$ cat config.mk
export PLATFORM = sky130hd
export DESIGN_NAME = pc_ras_unit
export DESIGN_NICKNAME = d
export VERILOG_FILES = /design/src/rtl/cpu_types_pkg.sv /design/src/rtl/ras_stack.sv /design/src/rtl/pc_ras_unit.sv
export SDC_FILE = /design/constraint.sdc
export NUM_CORES = 1
export LEC_CHECK = 0
export CAP_MARGIN = 20
export CORE_MARGIN = 8
export CORE_UTILIZATION = 53
export CTS_BUF_LIST = sky130_fd_sc_hd__clkbuf_4
export CTS_CLUSTER_SIZE = 24
export DETAILED_ROUTE_END_ITERATION = 12
export PLACE_DENSITY = 0.83
export SETUP_SLACK_MARGIN = 0.2
export SYNTH_ARGS = -nofsm -noshare
export SYNTH_HDL_FRONTEND = slang
export SYNTH_HIERARCHICAL = 1
export SYNTH_SLANG_ARGS = --single-unit
$ cat constraint.sdc
create_clock -name CLK -period 4.85 [get_ports CLK]
set_input_delay 0.485 -clock CLK [delete_from_list [all_inputs] [get_ports CLK]]
set_output_delay 0.485 -clock CLK [all_outputs]
set_load 0.1 [all_outputs]
$ cat src/rtl/cpu_types_pkg.sv
// Shared CPU types: next-PC source encoding and the fetch PC step size.
`default_nettype none
package cpu_types_pkg;

  typedef enum logic [2:0] {
    PCS_SEQ = 3'd0,
    PCS_J   = 3'd1,
    PCS_JAL = 3'd2,
    PCS_BR  = 3'd3,
    PCS_JR  = 3'd4,
    PCS_RET = 3'd5
  } pc_src_t;

  localparam int PC_STEP = 4;

endpackage
`default_nettype wire

$ cat src/rtl/ras_stack.sv
// Circular return-address stack: a push when full overwrites the oldest entry.
`default_nettype none
module ras_stack #(
  parameter int RAS_DEPTH = 4,
  parameter int ADDR_W    = 32,
  parameter int CNT_W     = $clog2(RAS_DEPTH) + 1
) (
  input  logic              clk,
  input  logic              rst,
  input  logic              push,
  input  logic              pop,
  input  logic [ADDR_W-1:0] push_data,
  input  logic              clear,
  output logic [ADDR_W-1:0] top,
  output logic [CNT_W-1:0]  count,
  output logic              empty
);
  localparam int PTR_W = $clog2(RAS_DEPTH);
  localparam logic [CNT_W-1:0] FULL_CNT = CNT_W'(RAS_DEPTH);

  logic [ADDR_W-1:0] entries [RAS_DEPTH];
  logic [PTR_W-1:0]  wptr;
  logic [PTR_W-1:0]  top_ptr;

  assign top_ptr = wptr - 1'b1;
  assign empty   = (count == '0);
  assign top     = empty ? '0 : entries[top_ptr];

  always_ff @(posedge clk) begin
    if (rst || clear) begin
      wptr  <= '0;
      count <= '0;
    end else if (push) begin
      wptr <= wptr + 1'b1;
      if (count != FULL_CNT) count <= count + 1'b1;
    end else if (pop && !empty) begin
      wptr  <= top_ptr;
      count <= count - 1'b1;
    end
  end

  // Entries are not reset; they are only visible through a non-zero count.
  always_ff @(posedge clk) begin
    if (!rst && !clear && push) entries[wptr] <= push_data;
  end

endmodule
`default_nettype wire

$ cat src/rtl/pc_ras_unit.sv
// Fetch-stage next-PC selection with a return-address-stack predictor.
`default_nettype none
module pc_ras_unit
  import cpu_types_pkg::*;
#(
  parameter int              ADDR_W    = 32,
  parameter logic [ADDR_W-1:0] PC_INIT = '0,
  parameter int              RAS_DEPTH = 4,
  parameter int              RAS_CNT_W = $clog2(RAS_DEPTH) + 1
) (
  input  logic                 CLK,
  input  logic                 RST,
  input  logic                 pc_en,
  input  logic                 flush_en,
  input  logic [ADDR_W-1:0]    flush_vec,
  input  logic [2:0]           pc_src,
  input  logic                 br_taken,
  input  logic [ADDR_W-1:0]    rdat1,
  input  logic [25:0]          immediate26,
  input  logic [15:0]          immediate16,
  output logic [ADDR_W-1:0]    imemaddr,
  output logic [ADDR_W-1:0]    pc_plus_4,
  output logic [ADDR_W-1:0]    ras_top,
  output logic                 ras_empty,
  output logic [RAS_CNT_W-1:0] ras_count,
  output logic                 ras_miss
);
  logic [ADDR_W-1:0] pc;
  logic [ADDR_W-1:0] next_pc;
  logic [ADDR_W-1:0] jump_target;
  logic [ADDR_W-1:0] branch_offset;
  logic              accept;
  logic              push;
  logic              pop;

  assign imemaddr      = pc;
  assign pc_plus_4     = pc + ADDR_W'(PC_STEP);
  assign branch_offset = {{(ADDR_W-18){immediate16[15]}}, immediate16, 2'b00};
  assign accept        = pc_en && !flush_en;
  assign push          = accept && (pc_src == PCS_JAL);
  assign pop           = accept && (pc_src == PCS_RET);

  generate
    if (ADDR_W > 28) begin : g_jump_region
      assign jump_target = {pc_plus_4[ADDR_W-1:28], immediate26, 2'b00};
    end else begin : g_jump_flat
      assign jump_target = {immediate26, 2'b00};
    end
  endgenerate

  always_comb begin
    next_pc = pc_plus_4;
    if (flush_en) begin
      next_pc = flush_vec;
    end else if (!pc_en) begin
      next_pc = pc;
    end else begin
      case (pc_src)
        PCS_J, PCS_JAL:  next_pc = jump_target;
        PCS_BR:          next_pc = br_taken ? (pc_plus_4 + branch_offset) : pc_plus_4;
        PCS_JR, PCS_RET: next_pc = rdat1;
        default:         next_pc = pc_plus_4;
      endcase
    end
  end

  always_ff @(posedge CLK) begin
    if (RST) begin
      pc       <= PC_INIT;
      ras_miss <= 1'b0;
    end else begin
      pc       <= next_pc;
      ras_miss <= pop && (ras_empty || (ras_top != rdat1));
    end
  end

  ras_stack #(
    .RAS_DEPTH (RAS_DEPTH),
    .ADDR_W    (ADDR_W),
    .CNT_W     (RAS_CNT_W)
  ) u_ras (
    .clk       (CLK),
    .rst       (RST),
    .push      (push),
    .pop       (pop),
    .push_data (pc_plus_4),
    .clear     (flush_en),
    .top       (ras_top),
    .count     (ras_count),
    .empty     (ras_empty)
  );

endmodule
`default_nettype wire

==> After elaboration in Yosys (flattened, before gate mapping) <==
Memory sizes are Yosys's and may differ from the RTL's.
Cells that the tools add are included.
{ "op_classes": {"add_sub_neg": 6, "eq_ne": 8, "muxes": 12, "n_reduce_logical": 18} }
{ "ops": {"columns": ["operator", "n"], "rows": [
  ["2-to-1 mux 32 bit", 4],
  ["one-hot mux 32 bit (3 select lines)", 1],
  ["adder 32 x 3 -> 32 bit (second input constant)", 1],
  ["adder 32 bit", 1],
  ["inequality test 32 bit", 1],
  ["2-to-1 mux 3 bit", 3],
  ["logical AND 1 bit", 7],
  ["== test 3 x 2 -> 1 bit (second input constant)", 2],
  ["== test 3 bit (second input constant)", 2],
  ["2-to-1 mux 2 bit", 2],
  ["nonzero test 2 bit", 2],
  ["OR reduction 2 bit", 2],
  ["adder 3 x 1 -> 3 bit (second input constant)", 1],
  ["== test 3 x 1 -> 1 bit (second input constant)", 1],
  ["zero test 1 bit", 3],
  ["zero test 3 bit", 1],
  ["inequality test 3 bit (second input constant)", 1],
  ["subtractor 3 x 1 -> 3 bit (second input constant)", 1],
  ["adder 2 x 1 -> 2 bit (second input constant)", 1],
  ["logical OR 1 bit", 2],
  ["2-to-1 mux 1 bit", 2],
  ["inequality test 2 bit (second input constant)", 1],
  ["AND reduction 2 bit", 1],
  ["subtractor 2 x 1 -> 2 bit (second input constant)", 1]
]} }
{ "totals": {"ff_bits": 38, "input_bits": 114, "elab_cells": 49, "n_memories": 1, "ramBits": 128, "out_inout_bits": 101} }
{ "memory_table": {"columns": ["name", "depth", "word_bits", "rd", "rd_clocked_by_memory_dff", "write_ports", "line_no", "source"], "rows": [
  ["u_ras.entries", 4, 32, 1, 0, 1, "ras_stack.sv:21", "logic [ADDR_W-1:0] entries [RAS_DEPTH];"]
]} }

==> Longest topological paths before layout <==
{ "logic_depth": {"ltp_word": 6, "depth_mapped": 19, "mapped_depth_nobuf": 17} }

==> Cells and area by module <==
The synthesis kept the hierarchy.
{ "by_module_without_submodules": {"columns": ["module", "instances", "cells_per_inst", "area_per_inst_um2", "seq_area_each_um2"], "rows": [
  ["ras_stack", 1, 245, 5211.2, 3943.8],
  ["pc_ras_unit", 1, 704, 4962.3, 660.6]
]} }

==> Least setup slack after synthesis <==
Ideal clock, no wire load.
{ "synth_timing": {"path_type": "register to register", "start": "register pc[2], in the netlist imemaddr[2]", "end": "register pc[31], in the netlist imemaddr[31]", "setup_time_ns": 0.120, "arrival_time_ns": 6.100, "required_ns": 4.730, "stages_incl_launch_ff": 17, "path_buffers": 1, "setup_slack_ns": -1.370, "period_less_slack_ns": 6.220, "cell_sequence": "dfxtp_1 > ha_1 > and4_1 > and3_1 > clkbuf_1 > nand4_1 > xnor2_1 > ha_1 > a21o_1 > a31oi_1 > nand2_1 > nor3_1 > a21oi_2 > o21ai_1 > a21boi_1 > o2111a_1 > o31a_1"} }
{ "synth_between": {"elab_chain_len": 6} }
{ "synth_lines": {"columns": ["element", "line_no", "source"], "rows": [
  ["start, declared", "pc_ras_unit.sv:28", "logic [ADDR_W-1:0] pc;"],
  ["start signal, assigned", "pc_ras_unit.sv:72", "pc <= next_pc;"],
  ["adder 32 x 3 -> 32 bit", "pc_ras_unit.sv:37", "assign pc_plus_4 = pc + ADDR_W'(PC_STEP);"],
  ["via pc_plus_4[22]", "pc_ras_unit.sv:22", "output logic [ADDR_W-1:0] pc_plus_4,"],
  ["adder 32 bit", "pc_ras_unit.sv:60", "PCS_BR: next_pc = br_taken ? (pc_plus_4 + branch_offset) : pc_plus_4;"],
  ["2-to-1 mux 32 bit", "pc_ras_unit.sv:60", null],
  ["one-hot mux 32 bit (3 select lines)", "pc_ras_unit.sv:58", "case (pc_src)"],
  ["2-to-1 mux 32 bit", "pc_ras_unit.sv:55", "end else if (!pc_en) begin"],
  ["2-to-1 mux 32 bit", "pc_ras_unit.sv:53", "if (flush_en) begin"]
]} }
The timed path passes the listed nets, and every way through them passes these cells. The select of a mux whose other input is x is not followed.
A chain may end at the register's enable or synchronous reset.

==> Final worst setup path <==
{ "layout_timing": {"start": "register pc[2], in the netlist imemaddr[2]", "end": "output port pc_plus_4[22]"} }
{ "layout_between": {"elab_chain_len": 1} }
{ "layout_lines": {"columns": ["element", "line_no"], "rows": [
  ["adder 32 x 3 -> 32 bit", "pc_ras_unit.sv:37"],
  ["end, declared", "pc_ras_unit.sv:22"]
]} }
No other way between the ends.

==> impl_metrics.csv <==
group,metric,value,unit
flow_run,cap_violations,0,
critical_path,r2r-start,"imemaddr[2]",
finish,drive_above_1_share,16.05,%
floorplan,rows,50,
critical_path,cpMaxStageDelayCell,"clkdlybuf4s50_1",
sta,finalCriticalPeriod,4.220,ns
yosys,synth-edff-count,128,
routing,route.vias.total,9042,
critical_path,worstReg2RegEnd,"imemaddr[31]",
hold_path,worstHoldPathType,"input port to flip-flop",
clock_tree,root_buffer,"clkbuf_4",
placed_design,numPortBuffers,214,
power_and_ir_drop,leakagePower,4.807,nW
sta,max_freq,237.0,MHz
critical_path,r2r_slack,0.67,ns
finish,nNetsFinal,1306,
floorplan,dieArea,23880,µm²
clock_tree,cts_sinks,166,
critical_path,cp-end-kind,"output pin",
global_route,grt_antenna_before_repair,2,
sta,slew_headroom,29.52,%
status,status,"finished, final reports clean",
finish,layout_commonest_cell,"clkdlybuf4s50_1",
sta,report.final.setup_viol,0,
critical_path,path_cells,"ha_1 -> and4_1 -> and3_1 -> nand4_1 -> xnor2_4 -> clkdlybuf4s50_1",
placed_design,gp_congestion,0.9771,
global_route,grt_pass1_wl,52470,µm
yosys,postSynthAreaPerCell,10.72,µm²
critical_path,ff2ff_path_depth,15,
sta,final.setup_skew,0.03143,ns
yosys,synth_area,10170,µm²
routing,first_iter_violations,1133,
clock_tree,cts_tree,"yes",
global_route,track_usage,28.88,%
hold_path,hold_path.startpoint,"flush_vec[8]",
clock_tree,path_clk_slew,0.17,ns
floorplan,die_h,154.5,µm
critical_path,cp.arrival,3.73,ns
yosys,syn_inst,949,
routing,via_per_inst,6.454,
power_and_ir_drop,ir_drop,0.0001393,V
clock_tree,post_cts_buffers,0,
critical_path,required,4.37,ns
clock_tree,ctsHoldBuffers,0,
hold_path,holdPathStages,3,
finish,final_cell_mix,"171 x clkdlybuf4s50_1, 128 x edfxtp_1, 75 x nand2_1",
yosys,ys_async_sr_fraction,0,%
clock_tree,htree_num_levels,4,
sta,worst_slew_pin_slew,1.054,ns
routing,drt_first_pass_iters,8,
sta,hold_violations,0,
sta,period_share,87.00,%
yosys,ys_seq_area_share,45.26,%
critical_path,cp-start-kind,"flip-flop",
critical_path,crit_family,"buffers and inverters",
critical_path,slowest_delay,1.24,ns
yosys,ys_ff_latch,166,
floorplan,ios,215,
global_route,grt_pass1_vias,8695,
critical_path,critPathKind,"flip-flop to output pin",
critical_path,worstPathBufferInverterCount,1,
sta,rsz0062_at_grt,"no",
routing,drc,0,
critical_path,path_max_fanout,9,
power_and_ir_drop,total_power,0.003438,W
routing,wl_per_cell,25.18,µm
finish,area_delta_synth_final,28.27,%
clock_tree,cts_inserted_buffers,17,
floorplan,initial_core_util,54.21,%
sta,drv_slew,0,
yosys,syn_nets,1103,
sta,tns,0,ns
global_route,gr-total-overflow,0,
floorplan,core,18770,µm²
global_route,grt_max_degree,72,
yosys,synthFlopType,"edfxtp_1",
yosys,ys_types,73,
yosys,yosys_warnings,6,
placed_design,dp_hpwl,26920,µm
hold_path,hold_path_end,"imemaddr[8]",
routing,antenna_left,0,
clock_tree,cts.path.max_buffers,2,
routing,wirelength,35270,µm
clock_tree,cts_resized,0,
power_and_ir_drop,power.density,263.4,nW/µm²
floorplan,dieWidth,154.5,µm
clock_tree,worstSkewPairLatency,0.58,ns
==> state kept, by name, indices dropped and copies added (netlist names) <==
| register | flops |
|---|---|
| u_ras/entries | 128 |
| ras_miss | 1 |
| imemaddr | 32 |
| u_ras/count | 3 |
| u_ras/wptr | 2 |
==> report_power, final <==
| part | leakage [nW] | switching, W | total [W] | internal, W |
|---|---|---|---|---|
| clock network | 0.154 | 0.000571 | 0.000807 | 0.000236 |
| registers | 1.49 | 0.0000438 | 0.00160 | 0.00156 |
| logic | 3.16 | 0.000683 | 0.00103 | 0.000345 |
==> synth_stat cells, types with 4 or more instances <==
master	count	area (µm²)
a211o_1	4	35.03
o22ai_1	10	62.56
nor2_1	65	244.0
o21a_1	12	90.09
a22oi_1	4	30.03
mux4_2	32	720.7
o21ai_1	8	40.04
nand3_1	21	105.1
dfxtp_1	38	760.7
and3_1	15	93.84
nor3b_1	15	112.6
a21o_1	19	142.6
nor2b_1	38	237.7
xnor2_1	52	455.4
o21ai_0	31	155.2
o31ai_1	6	45.04
o211ai_1	5	37.54
or3_1	6	37.54
inv_1	24	90.09
a211oi_1	8	60.06
o31a_1	4	35.03
buf_1	4	15.01
and2_1	4	25.02
mux2i_1	4	40.04
a31oi_1	4	25.02
edfxtp_1	128	3844
nand4_1	13	81.33
clkbuf_1	39	146.4
nand2_1	75	281.5
a21oi_1	69	345.3
buf_6	4	45.04
ha_1	38	475.5
buf_2	5	25.02
a221oi_1	16	140.1
maj3_1	7	70.07
nor3_1	19	95.09
xor2_1	30	262.8
o221ai_1	7	61.31
a221o_1	7	70.07
nor4_1	6	37.54
==> through the flow <==
| step | hold slack, ns | utilization, % | setup WS [ns] | instances | cell area [µm²] |
|---|---|---|---|---|---|
| 2_1_floorplan | 0.4999 | - | -0.05643 | 949 | 10490 |
| 3_3_place_gp | 0.4971 | 67.99 | 0.8348 | 1367 | 12760 |
| 3_5_place_dp | 0.5065 | 67.99 | 0.7116 | 1367 | 12760 |
| 4_1_cts | 0.4183 | 69.51 | 0.6037 | 1399 | 13050 |
| 5_1_grt | 0.4310 | 69.53 | 0.2980 | 1401 | 13050 |
| 6_report | 0.4377 | 69.53 | 0.6303 | 1401 | 13050 |
==> cell type report <==
type / instances / area (µm²)
diodes: 2 / 5.005
fillers: 1399 / 5718
repair buffers: 238 / 2210
multi-input cells: 705 / 5544
inverters: 24 / 90.09
clock buffers: 17 / 127.6
clock inverters: 15 / 156.4
flip-flops and latches: 166 / 4624
well taps: 234 / 292.8
==> worst register-to-register path, cell delays in order (launching register included) <==
cell and delay, ns:
dfxtp_2 0.41, ha_1 0.23, and4_1 0.27, and3_1 0.36, nand4_1 0.28, xnor2_4 0.36
ha_1 0.36, a21o_1 0.20, a31oi_1 0.34, nand2_1 0.11, nor3_1 0.27, a21oi_2 0.12
o21ai_1 0.16, a21boi_1 0.12, o2111a_1 0.24, o31a_1 0.27
==> per-layer routing <==
| metal | global-route usage, % | vias up | wire length [µm] |
|---|---|---|---|
| li1 | - | 4030 | - |
| met1 | 39.04 | 4352 | 13620 |
| met2 | 45.96 | 590 | 16690 |
| met3 | 5.183 | 70 | 3979 |
| met4 | 10.22 | 0 | 985 |
| met5 | 0 | - | 0 |
==> logic make-up after synthesis <==
group                    share of synthesized area (%)
adder cells (fa/ha/maj)                          5.756
XOR/XNOR                                         7.059
AO/OA/AOI/OAI                                    16.37
flip-flops                                       45.26
buffers and inverters                            3.308
multiplexers                                     7.478
AND/OR/NAND/NOR                                  14.77
==> worst max path at each step <==
stage                     to   startpoint  cells past startpoint  slack (ns)
2_1_floorplan   imemaddr[31]  imemaddr[2]                     19       -0.06
3_3_place_gp    imemaddr[31]  imemaddr[2]                     17        0.83
3_5_place_dp    imemaddr[31]  imemaddr[2]                     15        0.71
4_1_cts        pc_plus_4[22]  imemaddr[2]                      6        0.60
5_1_grt         imemaddr[31]  imemaddr[2]                     17        0.30
6_report       pc_plus_4[22]  imemaddr[2]                      6        0.63
(Power assumes the default switching activity.)
